[config.mk]
export PLATFORM = sky130hd
export DESIGN_NAME = mips_bus_initiator
export DESIGN_NICKNAME = d
export VERILOG_FILES = /design/src/rtl/mips_bus_pkg.sv /design/src/rtl/mips_bus_lane_align.sv /design/src/rtl/mips_bus_initiator.sv
export SDC_FILE = /design/constraint.sdc
export NUM_CORES = 1
export LEC_CHECK = 0
export ABC_AREA = 1
export ABC_CLOCK_PERIOD_IN_PS = 1900
export CAP_MARGIN = 20
export CORE_ASPECT_RATIO = 1.1
export CORE_MARGIN = 10
export CORE_UTILIZATION = 57
export CTS_BUF_LIST = sky130_fd_sc_hd__clkbuf_4 sky130_fd_sc_hd__clkbuf_8 sky130_fd_sc_hd__clkbuf_16
export DETAILED_ROUTE_END_ITERATION = 6
export DONT_BUFFER_PORTS = 1
export GPL_ROUTABILITY_DRIVEN = 1
export PLACE_DENSITY = 0.77
export SLEW_MARGIN = 20
export SYNTH_ARGS = -nofsm -noshare
export SYNTH_HDL_FRONTEND = slang
export SYNTH_SLANG_ARGS = --single-unit
[constraint.sdc]
create_clock -name clk -period 1.9 [get_ports clk]
set_input_delay 0.19 -clock clk [delete_from_list [all_inputs] [get_ports clk]]
set_output_delay 0.19 -clock clk [all_outputs]
set_load 0.03 [all_outputs]
[src/rtl/mips_bus_pkg.sv]
// Shared types and constants for the MIPS CPU memory-bus initiator.
package mips_bus_pkg;

  // Transfer size as carried on req_size.
  typedef enum logic [1:0] {
    SZ_BYTE = 2'b00,
    SZ_HALF = 2'b01,
    SZ_WORD = 2'b10,
    SZ_RSVD = 2'b11
  } size_e;

  // Bus-cycle sequencer states.
  typedef enum logic [1:0] {
    IDLE  = 2'd0,
    CMD   = 2'd1,
    RDATA = 2'd2
  } state_e;

  // Byte-lane enables for aligned word and half-word transfers.
  localparam logic [3:0] BE_WORD    = 4'b1111;
  localparam logic [3:0] BE_HALF_LO = 4'b0011;
  localparam logic [3:0] BE_HALF_HI = 4'b1100;

  // Request fields still needed after the command phase (load extraction).
  typedef struct packed {
    size_e      size;
    logic [1:0] addr_lo;
    logic       sgn;
  } lane_ctl_t;

endpackage

[src/rtl/mips_bus_lane_align.sv]
// Byte-lane steering: byteenable/writedata generation for stores,
// lane extraction plus sign/zero extension for loads, alignment check.
// Purely combinational.
module mips_bus_lane_align
  import mips_bus_pkg::*;
(
  input  size_e       size,
  input  logic [1:0]  addr_lo,
  input  logic        sgn,
  input  logic [31:0] wdata,
  input  logic [31:0] rdata,
  output logic [3:0]  be,
  output logic [31:0] wdata_lane,
  output logic [31:0] rdata_ext,
  output logic        misalign
);

  logic [7:0]  lane_b;
  logic [15:0] lane_h;

  // Pick the addressed byte and half-word out of the returned word.
  always_comb begin
    lane_b = rdata[7:0];
    case (addr_lo)
      2'd0: lane_b = rdata[7:0];
      2'd1: lane_b = rdata[15:8];
      2'd2: lane_b = rdata[23:16];
      2'd3: lane_b = rdata[31:24];
      default: lane_b = rdata[7:0];
    endcase
    lane_h = addr_lo[1] ? rdata[31:16] : rdata[15:0];
  end

  // Size-dependent lane enables, store replication, load extension.
  // The misalign flag also covers the reserved size: either way no bus cycle.
  always_comb begin
    be         = 4'b0000;
    wdata_lane = wdata;
    rdata_ext  = rdata;
    misalign   = 1'b0;
    case (size)
      SZ_BYTE: begin
        be         = 4'b0001 << addr_lo;
        wdata_lane = {4{wdata[7:0]}};
        rdata_ext  = {{24{sgn & lane_b[7]}}, lane_b};
      end
      SZ_HALF: begin
        be         = addr_lo[1] ? BE_HALF_HI : BE_HALF_LO;
        wdata_lane = {2{wdata[15:0]}};
        rdata_ext  = {{16{sgn & lane_h[15]}}, lane_h};
        misalign   = addr_lo[0];
      end
      SZ_WORD: begin
        be       = BE_WORD;
        misalign = |addr_lo;
      end
      default: misalign = 1'b1;
    endcase
  end

endmodule

[src/rtl/mips_bus_initiator.sv]
// CPU-side memory-bus initiator: one load/store at a time, word-aligned bus
// cycle with byte enables, honours waitrequest, returns extended load data.
// Optional build macro BUS_TIMEOUT_EN aborts a cycle stalled for
// TIMEOUT_CYCLES clocks with an error response.
module mips_bus_initiator
  import mips_bus_pkg::*;
#(
  parameter int TIMEOUT_CYCLES = 255
) (
  input  logic        clk,
  input  logic        reset,
  input  logic        req_valid,
  output logic        req_ready,
  input  logic        req_write,
  input  logic [1:0]  req_size,
  input  logic        req_signed,
  input  logic [31:0] req_addr,
  input  logic [31:0] req_wdata,
  output logic        rsp_valid,
  output logic [31:0] rsp_rdata,
  output logic        rsp_err,
  output logic [31:0] address,
  output logic        write,
  output logic        read,
  input  logic        waitrequest,
  output logic [31:0] writedata,
  output logic [3:0]  byteenable,
  input  logic [31:0] readdata
);

  state_e      state, state_nxt;
  lane_ctl_t   ctl_q, ctl_mux;
  logic        read_nxt, write_nxt;
  logic        rsp_valid_nxt, rsp_err_nxt;
  logic [31:0] rsp_rdata_nxt;
  logic        start, abort;
  logic [3:0]  al_be;
  logic [31:0] al_wdata, al_rext;
  logic        al_mis;

  assign req_ready = (state == IDLE);

  // While idle the aligner checks/steers the incoming request; afterwards it
  // extracts load data using the latched size/offset/sign.
  assign ctl_mux = (state == IDLE)
                 ? '{size: size_e'(req_size), addr_lo: req_addr[1:0], sgn: req_signed}
                 : ctl_q;

  mips_bus_lane_align u_align (
    .size       (ctl_mux.size),
    .addr_lo    (ctl_mux.addr_lo),
    .sgn        (ctl_mux.sgn),
    .wdata      (req_wdata),
    .rdata      (readdata),
    .be         (al_be),
    .wdata_lane (al_wdata),
    .rdata_ext  (al_rext),
    .misalign   (al_mis)
  );

`ifdef BUS_TIMEOUT_EN
  localparam int CW_RAW = $clog2(TIMEOUT_CYCLES + 1);
  localparam int CW     = (CW_RAW < 8) ? 8 : ((CW_RAW > 32) ? 32 : CW_RAW);
  logic [CW-1:0] tmo_cnt;

  // Stall counter: cleared when a command starts, counts waitrequest cycles.
  always_ff @(posedge clk or negedge reset) begin
    if (!reset)                          tmo_cnt <= '0;
    else if (start)                      tmo_cnt <= '0;
    else if (state == CMD && waitrequest) tmo_cnt <= tmo_cnt + 1'b1;
  end

  // Abort on the edge where the count would reach the limit.
  assign abort = (state == CMD) && waitrequest && (tmo_cnt == CW'(TIMEOUT_CYCLES - 1));
`else
  assign abort = 1'b0;
`endif

  // Next state, next bus strobes and the response to issue next cycle.
  always_comb begin
    state_nxt     = state;
    read_nxt      = read;
    write_nxt     = write;
    rsp_valid_nxt = 1'b0;
    rsp_err_nxt   = 1'b0;
    rsp_rdata_nxt = '0;
    start         = 1'b0;
    case (state)
      IDLE: begin
        if (req_valid) begin
          if (al_mis) begin
            rsp_valid_nxt = 1'b1;
            rsp_err_nxt   = 1'b1;
          end else begin
            start     = 1'b1;
            state_nxt = CMD;
            read_nxt  = !req_write;
            write_nxt = req_write;
          end
        end
      end
      CMD: begin
        if (abort) begin
          state_nxt     = IDLE;
          read_nxt      = 1'b0;
          write_nxt     = 1'b0;
          rsp_valid_nxt = 1'b1;
          rsp_err_nxt   = 1'b1;
        end else if (!waitrequest) begin
          read_nxt  = 1'b0;
          write_nxt = 1'b0;
          if (write) begin
            state_nxt     = IDLE;
            rsp_valid_nxt = 1'b1;
          end else begin
            state_nxt = RDATA;
          end
        end
      end
      RDATA: begin
        state_nxt     = IDLE;
        rsp_valid_nxt = 1'b1;
        rsp_rdata_nxt = al_rext;
      end
      default: state_nxt = IDLE;
    endcase
  end

  // State register.
  always_ff @(posedge clk or negedge reset) begin
    if (!reset) state <= IDLE;
    else        state <= state_nxt;
  end

  // Bus outputs and latched request; address/lanes/data frozen for the cycle.
  always_ff @(posedge clk or negedge reset) begin
    if (!reset) begin
      read       <= 1'b0;
      write      <= 1'b0;
      address    <= '0;
      writedata  <= '0;
      byteenable <= '0;
      ctl_q      <= '{size: SZ_BYTE, addr_lo: 2'b00, sgn: 1'b0};
    end else begin
      read  <= read_nxt;
      write <= write_nxt;
      if (start) begin
        address    <= {req_addr[31:2], 2'b00};
        byteenable <= al_be;
        writedata  <= req_write ? al_wdata : '0;
        ctl_q      <= ctl_mux;
      end
    end
  end

  // Single-cycle response pulse.
  always_ff @(posedge clk or negedge reset) begin
    if (!reset) begin
      rsp_valid <= 1'b0;
      rsp_err   <= 1'b0;
      rsp_rdata <= '0;
    end else begin
      rsp_valid <= rsp_valid_nxt;
      rsp_err   <= rsp_err_nxt;
      rsp_rdata <= rsp_rdata_nxt;
    end
  end

endmodule

==> reports/metrics.csv, run 1 <==
stage,metric,value,unit
drt,Routed Antenna Nets,0,
critical_path,Worst Path Arrival,2270,ps
critical_path,critical path class,flop to flop,
power_and_ir_drop,P_leak,0.00323,uW
drt,DR DRC count,0,
drt,drt pass-1 iters,5,
place,PortBufs,0,
die,FP Rows,35,
logic_synthesis,cell area after synthesis,4890,um^2
critical_path,CP Cell Sequence,nor2_2 > buf_6 > nand2_4 > nand2_4 > buf_4 > o21ai_0 > nand3_2 > nand3_4 > nand3_2 > nand2_2 > buf_12 > nor2_2,
sta,WHS,-493,ps
drt,drt initial violations,250,
clock_tree,H-tree depth,3,
logic_synthesis,cell count after synthesis,595,
critical_path,WP data required,2150,ps
flow_run,Max Cap Violations,0,
logic_synthesis,leading area contributor after synthesis,dfrtp_1,
clock_tree,CTS sink count,109,
grt,initial antenna violation count,0,
logic_synthesis,YS warnings,0,
die,full die area,12700,um^2
logic_synthesis,"Top FF cell, synth",dfrtp_1,
drt,DR vias/cell,5.49,
die,# IOs,209,
critical_path,Crit. End Element,flop,
layout,nets,786,
worst_hold_path,HP Class,input port to async pin,
place,HPWL after detailed placement,10600,um
logic_synthesis,Synth top area share,0.558,
sta,worst setup margin,-117,ps
power_and_ir_drop,Pwr Total,10800,uW
place,post-place setup slack,-0.393,ps
status,failing checks,"negative hold slack, negative setup slack",
logic_synthesis,part of the Yosys area used for sequential elements,0.558,
drt,vias post-DR,4381,
layout,area growth from synthesis to layout,26.6,%
layout,most frequent cells in the layout,"nand2_1, dfrtp_1, dlygate4sd3_1",
clock_tree,TritonCTS buffer count,9,
clock_tree,later-pin clock latency in the skew report,370,ps
clock_tree,clock transition at the registers of the reported paths,110,ps
layout,layout cell share with drive strength beyond 1,0.178,
grt,Total Routing Usage GR,0.230,
power_and_ir_drop,worst vdd ir,1.26,mV
grt,pin count of the biggest net entering global routing,110,
drt,final wirelength,15900,um
logic_synthesis,Post-synth EDFFs,0,
logic_synthesis,Syn Area/Cell,8.22,um^2
sta,Final period util,1.06,
sta,max-slew violations,0,
die,initial core utilization,0.584,
grt,Overflow after GRT,0,
critical_path,Worst Setup Start Kind,flop,
sta,final hold violation count,110,
die,core area,8360,um^2
clock_tree,maximum clock path buffer count,2,
drt,DR WL/cell,19.9,um
sta,min Tclk post-route,2020,ps
status,status,"complete, but fails checks",
sta,Setup TNS,-1490,ps
die,Die Ht,117,um
logic_synthesis,synth top area cells,"dfrtp_1, nand2_1, nor2_1",
sta,Fin Clk Skew,18.2,ps
critical_path,max incr delay on CP,440,ps
critical_path,CP Max Fanout,9,
clock_tree,Root Buffer,clkbuf_8,
critical_path,"slowest stage cell, crit path",dfrtp_1,
grt,first-pass GRT wire length,22900,um
clock_tree,CTS tree,done,
place,routability congestion estimate,0.877,
power_and_ir_drop,Power Dens Cells,1750,nW/um^2
layout,FILL cells,605,
logic_synthesis,asr flop ratio synth,1.00,
die,Die Wd,108,um
sta,RSZ-0062 raised after global routing,true,
logic_synthesis,#FFs+latches synth,109,
sta,Setup Viol. Count Final,23,
sta,fmax,496,MHz
layout,"leading cell type in the layout, fill and taps excluded",nand2_1,
grt,vias in the first global route,4324,
logic_synthesis,Synth cell types,30,
where the power goes:
group	internal, uW	leakage [uW]	switching [uW]	total [uW]
clock network	522	0.0000873	801	1320
logic	1680	0.00172	2600	4280
registers	3090	0.00143	2110	5210
cell usage after synthesis, types with 5 or more instances:
library cell,number
a21oi_1,13
a31oi_1,7
buf_2,10
buf_4,6
dfrtp_1,109
inv_1,33
nand2_1,263
nand2_2,13
nand3_1,9
nor2_1,46
nor2_2,13
o21ai_0,15
o21ai_1,27
o221a_2,5
logic make-up (layout without fill, tap and decap cells):
group | Yosys count | count (layout) | synth area share
and+or+nand+nor | 351 | 351 | 0.295
DFF | 109 | 109 | 0.558
AOI/OAI and AO/OA | 74 | 74 | 0.0868
other | 1 | 3 | 0.000767
buffers and inverters | 60 | 150 | 0.0596
registers in the layout, indices dropped and copies added, names as in the netlist:
| signal | cells |
|---|---|
| address | 30 |
| rsp_err | 1 |
| rsp_rdata | 32 |
| byteenable | 4 |
| rsp_valid | 1 |
| state | 2 |
| ctl_q | 5 |
| writedata | 32 |
| read | 1 |
| write | 1 |
final cells by class:
cell class,instances,area (um^2),share of cell area
diodes,1,2.50,0.000404
clock buffers,10,138,0.0222
clock inverters,5,48.8,0.00788
inverters,35,139,0.0224
multi-input cells,427,2000,0.323
flip-flops and latches,109,2730,0.441
well taps,111,139,0.0224
repair buffers,100,1000,0.161
path summary, 6_finish.rpt:
path / from / end / slack, ps / cells past startpoint
setup / recovery: state[1] / rsp_rdata[27] / -120 / 12
hold / removal: reset / writedata[19] / -490 / 0
setup reg to reg: state[1] / rsp_rdata[27] / -120 / 12
hold reg to reg: ctl_q[1] / ctl_q[1] / 510 / 2
max in group asynchronous: reset / rsp_rdata[11] / 2240 / 0
min in group clk: readdata[25] / rsp_rdata[9] / 0 / 2
through the flow:
stage,util,instance area [um^2],std cells
2_1_floorplan,-,4890,596
3_3_place_gp,0.615,5140,713
3_5_place_dp,0.615,5140,713
4_1_cts,0.705,5900,785
5_1_grt,0.740,6190,797
6_report,0.740,6190,798
per-layer routing:
| metal | share of wire | global-route usage | up-vias |
|---|---|---|---|
| met5 | 0 | 0 | - |
| met4 | 0.026 | 0.0959 | 0 |
| met3 | 0.12 | 0.0936 | 34 |
| met2 | 0.50 | 0.390 | 237 |
| met1 | 0.36 | 0.250 | 2087 |
| li1 | - | - | 2023 |
timing repair:
| item | CTS | global route |
|---|---|---|
| hold endpoints to repair | 170 | 111 |
| pin swaps | 0 | 15 |
| hold buffers | 57 | 2 |
| setup endpoints to repair | 11 | 104 |
| gates resized for setup | 1 | 49 |
| buffers inserted | 0 | 7 |
| gates cloned | 0 | 3 |
worst max-delay path: cells and delay by family (launching register included):
| kind | cells | cell delay (ps) |
|---|---|---|
| AND/OR/NAND/NOR | 8 | 740 |
| buffers and inverters | 3 | 450 |
| flip-flops | 1 | 440 |
| AO/OA/AOI/OAI | 1 | 280 |
Note: power is estimated with default switching activity, not from simulation.
==> inputs of run 2 (changes only) <==
Settings changed: PLACE_DENSITY 0.77 to 0.75.
==> run 2 against run 1 <==
Compared with the run above: the run ends with negative hold slack left; first-iteration DRC count is 27% higher; register-to-register slack better by 160 ps; cell count is 0.88% lower; non-clock buffer count is 7 lower; hold slack improved by 0.86 ps; fmax up 8.7%; clock skew shrank 1.1 ps; critical path depth unchanged; routed wire length is 2.5% lower; sequential share of layout area up 0.71 points; sequential power about the same; largest power group unchanged.
==> reports/metrics.csv, run 2 (synthesis results as in run 1) <==
stage,metric,value,unit,change
status,status,"complete, but fails checks",,
status,failing checks,negative hold slack,,
layout,Antenna Cells,0,,-1
layout,FILL cells,609,,+0.66%
flow_run,Max Cap Violations,0,,unchanged
drt,drt pass-1 iters,7,,+2
critical_path,CP Max Fanout,7,,-2
critical_path,critical path class,flop to flop,,
die,core area,8360,um^2,unchanged
sta,final hold violation count,109,,-0.91%
grt,initial antenna violation count,0,,unchanged
layout,area occupied by multi-input gates,1980,um^2,-1.1%
clock_tree,CTS tree,done,,
die,initial core utilization,0.584,,unchanged
die,Die Wd,108,um,unchanged
clock_tree,maximum clock path buffer count,2,,unchanged
power_and_ir_drop,P_sw,5400,uW,-2.0%
layout,layout cell share with drive strength beyond 1,0.159,,-0.0190
sta,Setup TNS,0,ps,+1490 ps
die,FP Rows,35,,unchanged
critical_path,"reg-to-reg slack, setup",40,ps,+160 ps
drt,final wirelength,15500,um,-2.5%
layout,final cell count without fillers,791,,-0.88%
power_and_ir_drop,internal power,5210,uW,-1.8%
layout,register area,2730,um^2,about the same
place,routability congestion estimate,0.865,,-1.3%
layout,nets,779,,-0.89%
place,Post-DP Area,5130,um^2,-0.24%
layout,"Design Area, Final",6100,um^2,-1.5%
grt,first-pass GRT wire length,23300,um,+1.8%
clock_tree,later-pin clock latency in the skew report,360,ps,about the same
grt,Total Routing Usage GR,0.235,,+0.00529
drt,DR vias/cell,5.53,,+0.79%
layout,biggest regs,"rsp_rdata (32), writedata (32), address (30)",,
drt,vias post-DR,4377,,-0.091%
sta,Final period util,0.977,,-0.0848
power_and_ir_drop,P_leak,0.00320,uW,-1.2%
critical_path,Worst Path Arrival,2140,ps,-130 ps
die,Die Ht,117,um,unchanged
clock_tree,H-tree depth,3,,unchanged
sta,min Tclk post-route,1860,ps,-161 ps
clock_tree,Post-CTS Hold Fix Bufs,60,,+5.3%
power_and_ir_drop,Sequential Power Share,0.491,,+0.009
clock_tree,Root Buffer,clkbuf_8,,
place,HPWL after detailed placement,10500,um,-1.1%
clock_tree,CTS sink count,109,,unchanged
place,placed insts,708,,-0.70%
die,# IOs,209,,unchanged
drt,drt initial violations,318,,+27%
die,full die area,12700,um^2,unchanged
power_and_ir_drop,Net Sw Frac,0.509,,-0.000628
layout,area growth from synthesis to layout,24.8,%,
clock_tree,clock transition at the registers of the reported paths,100,ps,about the same
grt,pin count of the biggest net entering global routing,110,,unchanged
power_and_ir_drop,Power Dens Cells,1740,nW/um^2,-0.40%
sta,WHS,-493,ps,+0.863 ps
critical_path,WP data required,2180,ps,+30 ps
clock_tree,TritonCTS buffer count,9,,unchanged
grt,vias in the first global route,4373,,+1.1%
sta,Setup Viol. Count Final,0,,-100%
grt,Overflow after GRT,0,,unchanged
layout,most frequent cells in the layout,"nand2_1, dfrtp_1, dlygate4sd3_1",,
sta,Fin Clk Skew,17.1,ps,-1.07 ps
drt,Routed Antenna Nets,0,,unchanged
sta,fmax,539,MHz,+8.7%
drt,DR DRC count,0,,unchanged
layout,"leading cell type in the layout, fill and taps excluded",nand2_1,,
critical_path,Worst Setup Start Kind,flop,,
sta,RSZ-0062 raised after global routing,true,,
drt,DR WL/cell,19.5,um,-1.6%
place,PortBufs,0,,unchanged
power_and_ir_drop,Logic pwr share,0.389,,-0.007
sta,max-slew violations,0,,unchanged
critical_path,Crit. End Element,flop,,
power_and_ir_drop,Clk pwr share,0.120,,-0.002
worst_hold_path,HP Class,input port to async pin,,
power_and_ir_drop,Pwr Total,10600,uW,-1.9%
power_and_ir_drop,worst vdd ir,1.01,mV,-20%
==> run 2: timing repair <==
action                     in CTS  in global routing
setup buffers                   2                  4
hold endpoints to repair      171                109
setup endpoints to repair      47                101
pin swaps                       2                  9
gates resized for setup         2                 32
cloned                          0                  1
==> run 2: path summary, 6_finish.rpt <==
kind / from / to / cells past startpoint
max in group asynchronous: reset / ctl_q[0] / 0
setup / recovery: state[0] / rsp_rdata[19] / 12
min in group clk: req_wdata[4] / writedata[4] / 2
hold reg to reg: ctl_q[4] / ctl_q[4] / 2
hold / removal: reset / rsp_rdata[21] / 0
setup reg to reg: state[0] / rsp_rdata[19] / 12
==> run 2: cell type report <==
class,count,share of cell area
sequential,109,0.448
multi-input combinational,427,0.324
timing repair buffer,93,0.155
clock buffer,11,0.0228
tap,111,0.0228
inverter,35,0.0217
clock inverter,5,0.00574
==> run 2: metal layers <==
layer / vias up / share of wire / track usage / wire length [um]
li1: 2004 / - / - / -
met1: 2064 / 0.35 / 0.259 / 5400
met2: 271 / 0.50 / 0.399 / 7750
met3: 38 / 0.12 / 0.0947 / 1910
met4: 0 / 0.026 / 0.0915 / 395
met5: - / 0 / 0 / 0
==> run 2: power groups by stage <==
stage                     clock (uW)  combinational, uW  sequential [uW]
after floorplan                    0               2630             4970
after global placement             0               3380             5220
after detailed placement           0               3520             5240
after CTS                       1300               3670             5210
after global routing            1380               4600             5310
final                           1270               4120             5210
==> run 2: worst max-delay path: stages, from the launching register on <==
cell and delay [ps]:
dfrtp_2 460, inv_2 100, nand2_4 80, nand2_2 80, nand2_4 100, nor2_4 210, nand2_4 90, nand2_2 110
nand3_4 90, nand3_2 70, nand2_2 90, buf_12 160, nor2_1 130
==> run 2: metrics by stage <==
| stage | util | setup WS [ps] |
|---|---|---|
| global placement | 0.613 | 50.1 |
| CTS | 0.709 | 7.23 |
| floorplan | - | 112 |
| finish | 0.729 | 44.1 |
| detailed placement | 0.613 | -77.9 |
| global route | 0.729 | -72.1 |
==> inputs of run 3 (changes only) <==
--- a/config.mk
+++ b/config.mk
@@ -10,5 +10,5 @@
 export CAP_MARGIN = 20
 export CORE_ASPECT_RATIO = 1.1
-export CORE_MARGIN = 10
+export CORE_MARGIN = 4
 export CORE_UTILIZATION = 57
 export CTS_BUF_LIST = sky130_fd_sc_hd__clkbuf_4 sky130_fd_sc_hd__clkbuf_8 sky130_fd_sc_hd__clkbuf_16
==> constraint.sdc (replaced) <==
create_clock -name clk -period 1.9 [get_ports clk]
set_input_delay 0.095 -clock clk [delete_from_list [all_inputs] [get_ports clk]]
set_output_delay 0.095 -clock clk [all_outputs]
set_load 0.03 [all_outputs]
==> run 3 against run 2 <==
Compared with the run above: the run ends with negative hold slack, negative setup slack left; critical path depth grew 1; clock-buffer cell count unchanged; fmax is 3.5% lower; design area grew 7.1%; register-to-register slack got worse by 70 ps; cell count grew 3.9%; setup slack lost 67 ps; non-clock buffer count is 30 higher; sequential cell count is the same; largest power group unchanged.
==> reports/metrics.csv, run 3 (synthesis results as in run 1) <==
stage,metric,value,unit,change
clock_tree,TritonCTS buffer count,9,,unchanged
clock_tree,CTS tree,done,,
power_and_ir_drop,internal power,5350,uW,+2.7%
drt,vias post-DR,4715,,+7.7%
sta,Setup TNS,-172,ps,-172 ps
die,# IOs,209,,unchanged
critical_path,CP Buf/Inv Count,4,,+2
clock_tree,Root Buffer,clkbuf_8,,
place,routability congestion estimate,0.921,,+6.4%
grt,initial antenna violation count,1,,+1
clock_tree,later-pin clock latency in the skew report,360,ps,about the same
grt,first-pass GRT wire length,23100,um,-0.74%
die,core area,8360,um^2,unchanged
power_and_ir_drop,P_leak,0.00335,uW,+4.9%
critical_path,Reg2Reg Depth,13,,+1
layout,layout cell share with drive strength beyond 1,0.162,,+0.00315
sta,Least-Margin Pin Slew,658,ps,
flow_run,Max Cap Violations,0,,unchanged
layout,nets,809,,+3.9%
place,HPWL after detailed placement,9210,um,-12%
power_and_ir_drop,Pwr Total,10900,uW,+3.2%
drt,DR vias/cell,5.74,,+3.7%
sta,Slew headroom,0.560,,
critical_path,Worst Setup Start Kind,flop,,
clock_tree,maximum clock path buffer count,2,,unchanged
drt,metal3 WL,1690,um,-11%
status,status,"complete, but fails checks",,
drt,DR WL/cell,19.3,um,-1.4%
layout,area growth from synthesis to layout,33.6,%,
power_and_ir_drop,Sequential Power Share,0.473,,-0.018
power_and_ir_drop,Net Sw Frac,0.511,,+0.00200
drt,Routed Antenna Nets,0,,unchanged
grt,pin count of the biggest net entering global routing,110,,unchanged
sta,final hold violation count,109,,unchanged
clock_tree,CTS sink count,109,,unchanged
critical_path,Reg-to-Reg End,rsp_rdata[26],,
critical_path,CP Max Fanout,7,,unchanged
layout,"leading cell type in the layout, fill and taps excluded",nand2_1,,
critical_path,"slowest stage cell, crit path",dfrtp_2,,
die,FP Rows,35,,unchanged
critical_path,max incr delay on CP,460,ps,about the same
sta,Fin Clk Skew,16.3,ps,-0.748 ps
status,failing checks,"negative hold slack, negative setup slack",,
grt,Total Routing Usage GR,0.296,,+0.0607
critical_path,"reg-to-reg slack, setup",-20,ps,-70 ps
critical_path,critical path class,flop to flop,,
die,full die area,10100,um^2,-20%
clock_tree,clock transition at the registers of the reported paths,110,ps,about the same
layout,area occupied by multi-input gates,2050,um^2,+3.7%
layout,FILL cells,527,,-13%
die,initial core utilization,0.584,,unchanged
sta,min Tclk post-route,1920,ps,+66.8 ps
power_and_ir_drop,P_sw,5590,uW,+3.6%
sta,Setup Viol. Count Final,15,,+15
power_and_ir_drop,Clk pwr share,0.120,,about the same
place,PortBufs,0,,unchanged
grt,Overflow after GRT,0,,unchanged
critical_path,R2R Path Start,state[1],,
die,Die Ht,105,um,-10%
clock_tree,H-tree depth,3,,unchanged
layout,biggest regs,"rsp_rdata (32), writedata (32), address (30)",,
grt,vias in the first global route,4709,,+7.7%
drt,drt pass-1 iters,5,,-2
drt,uppermost layer routed,met4,,
drt,DR DRC count,0,,unchanged
drt,final wirelength,15800,um,+2.4%
critical_path,CP Cell Sequence,nor2_4 > buf_12 > nand2_2 > nand2_4 > buf_6 > nand2_1 > o21ai_0 > inv_1 > nand3b_1 > nand3_4 > nand2_8 > clkbuf_16 > nor2_2,,
layout,most frequent cells in the layout,"nand2_1, dfrtp_1, dlygate4sd3_1",,
critical_path,Crit. End Element,flop,,
drt,drt initial violations,438,,+38%
worst_hold_path,HP Class,input port to async pin,,
clock_tree,Post-CTS Hold Fix Bufs,92,,+53%
die,Die Wd,96.3,um,-11%
power_and_ir_drop,Power Dens Cells,1680,nW/um^2,-3.6%
sta,Final period util,1.01,,+0.0351
power_and_ir_drop,worst vdd ir,1.12,mV,+11%
critical_path,Top Family by Delay on Critical Path,simple AND/OR/NAND/NOR gates,,
sta,worst setup margin,-22.6,ps,-66.8 ps
critical_path,Worst Path Arrival,2180,ps,+40 ps
drt,DRT met1 WL,5380,um,-0.43%
sta,fmax,520,MHz,-3.5%
sta,max-slew violations,0,,unchanged
sta,RSZ-0062 raised after global routing,true,,
drt,WL met2,7920,um,+2.3%
layout,register area,2730,um^2,unchanged
layout,Final Util,0.781,,+0.0515
sta,WHS,-591,ps,-98.0 ps
critical_path,WP data required,2160,ps,-20 ps
power_and_ir_drop,Logic pwr share,0.407,,+0.018
-- run 3: how the worst max path moves through the flow --
stage          slack [ps]  startpoint  cells after the start            end
2_1_floorplan         110    state[1]                     12  rsp_rdata[21]
3_3_place_gp           50    state[1]                     12           read
3_5_place_dp          -70    state[1]                     11   writedata[9]
4_1_cts                10    state[0]                     10  rsp_rdata[11]
5_1_grt              -130    state[1]                     12  rsp_rdata[17]
6_report              -20    state[1]                     13  rsp_rdata[26]
-- run 3: through the flow --
step | cells | setup slack (ps) | cell area (um^2)
floorplan | 596 | 112 | 4890
global placement | 707 | 49.4 | 5120
detailed placement | 707 | -71.5 | 5120
CTS | 816 | 10.0 | 6270
global route | 822 | -131 | 6530
finish | 822 | -22.6 | 6530
-- run 3: metal layers --
layer	up-vias	track usage
li1	2065	-
met1	2206	0.344
met2	355	0.486
met3	89	0.0878
met4	0	0.150
met5	-	0
-- run 3: cell type report --
| type | count | area share |
|---|---|---|
| Antenna cell | 1 | 0.000383 |
| Timing Repair Buffer | 123 | 0.197 |
| Tap cell | 111 | 0.0213 |
| Inverter | 35 | 0.0209 |
| Sequential cell | 109 | 0.418 |
| Clock buffer | 11 | 0.0213 |
| Multi-Input combinational cell | 427 | 0.314 |
| Clock inverter | 5 | 0.00709 |
-- run 3: timing repair --
action	in CTS	in global routing
hold endpoints to repair	201	109
gates resized for setup	7	49
setup endpoints to repair	63	103
setup buffers	1	3
gates cloned	0	3
pin swaps	2	9
-- run 3: power by group through the flow --
stage	logic (uW)	clock network, uW	registers, uW
global route	4890	1470	5250
CTS	3790	1340	5140
floorplan	2630	0	4970
finish	4450	1320	5170
global placement	3400	0	5170
detailed placement	3520	0	5170
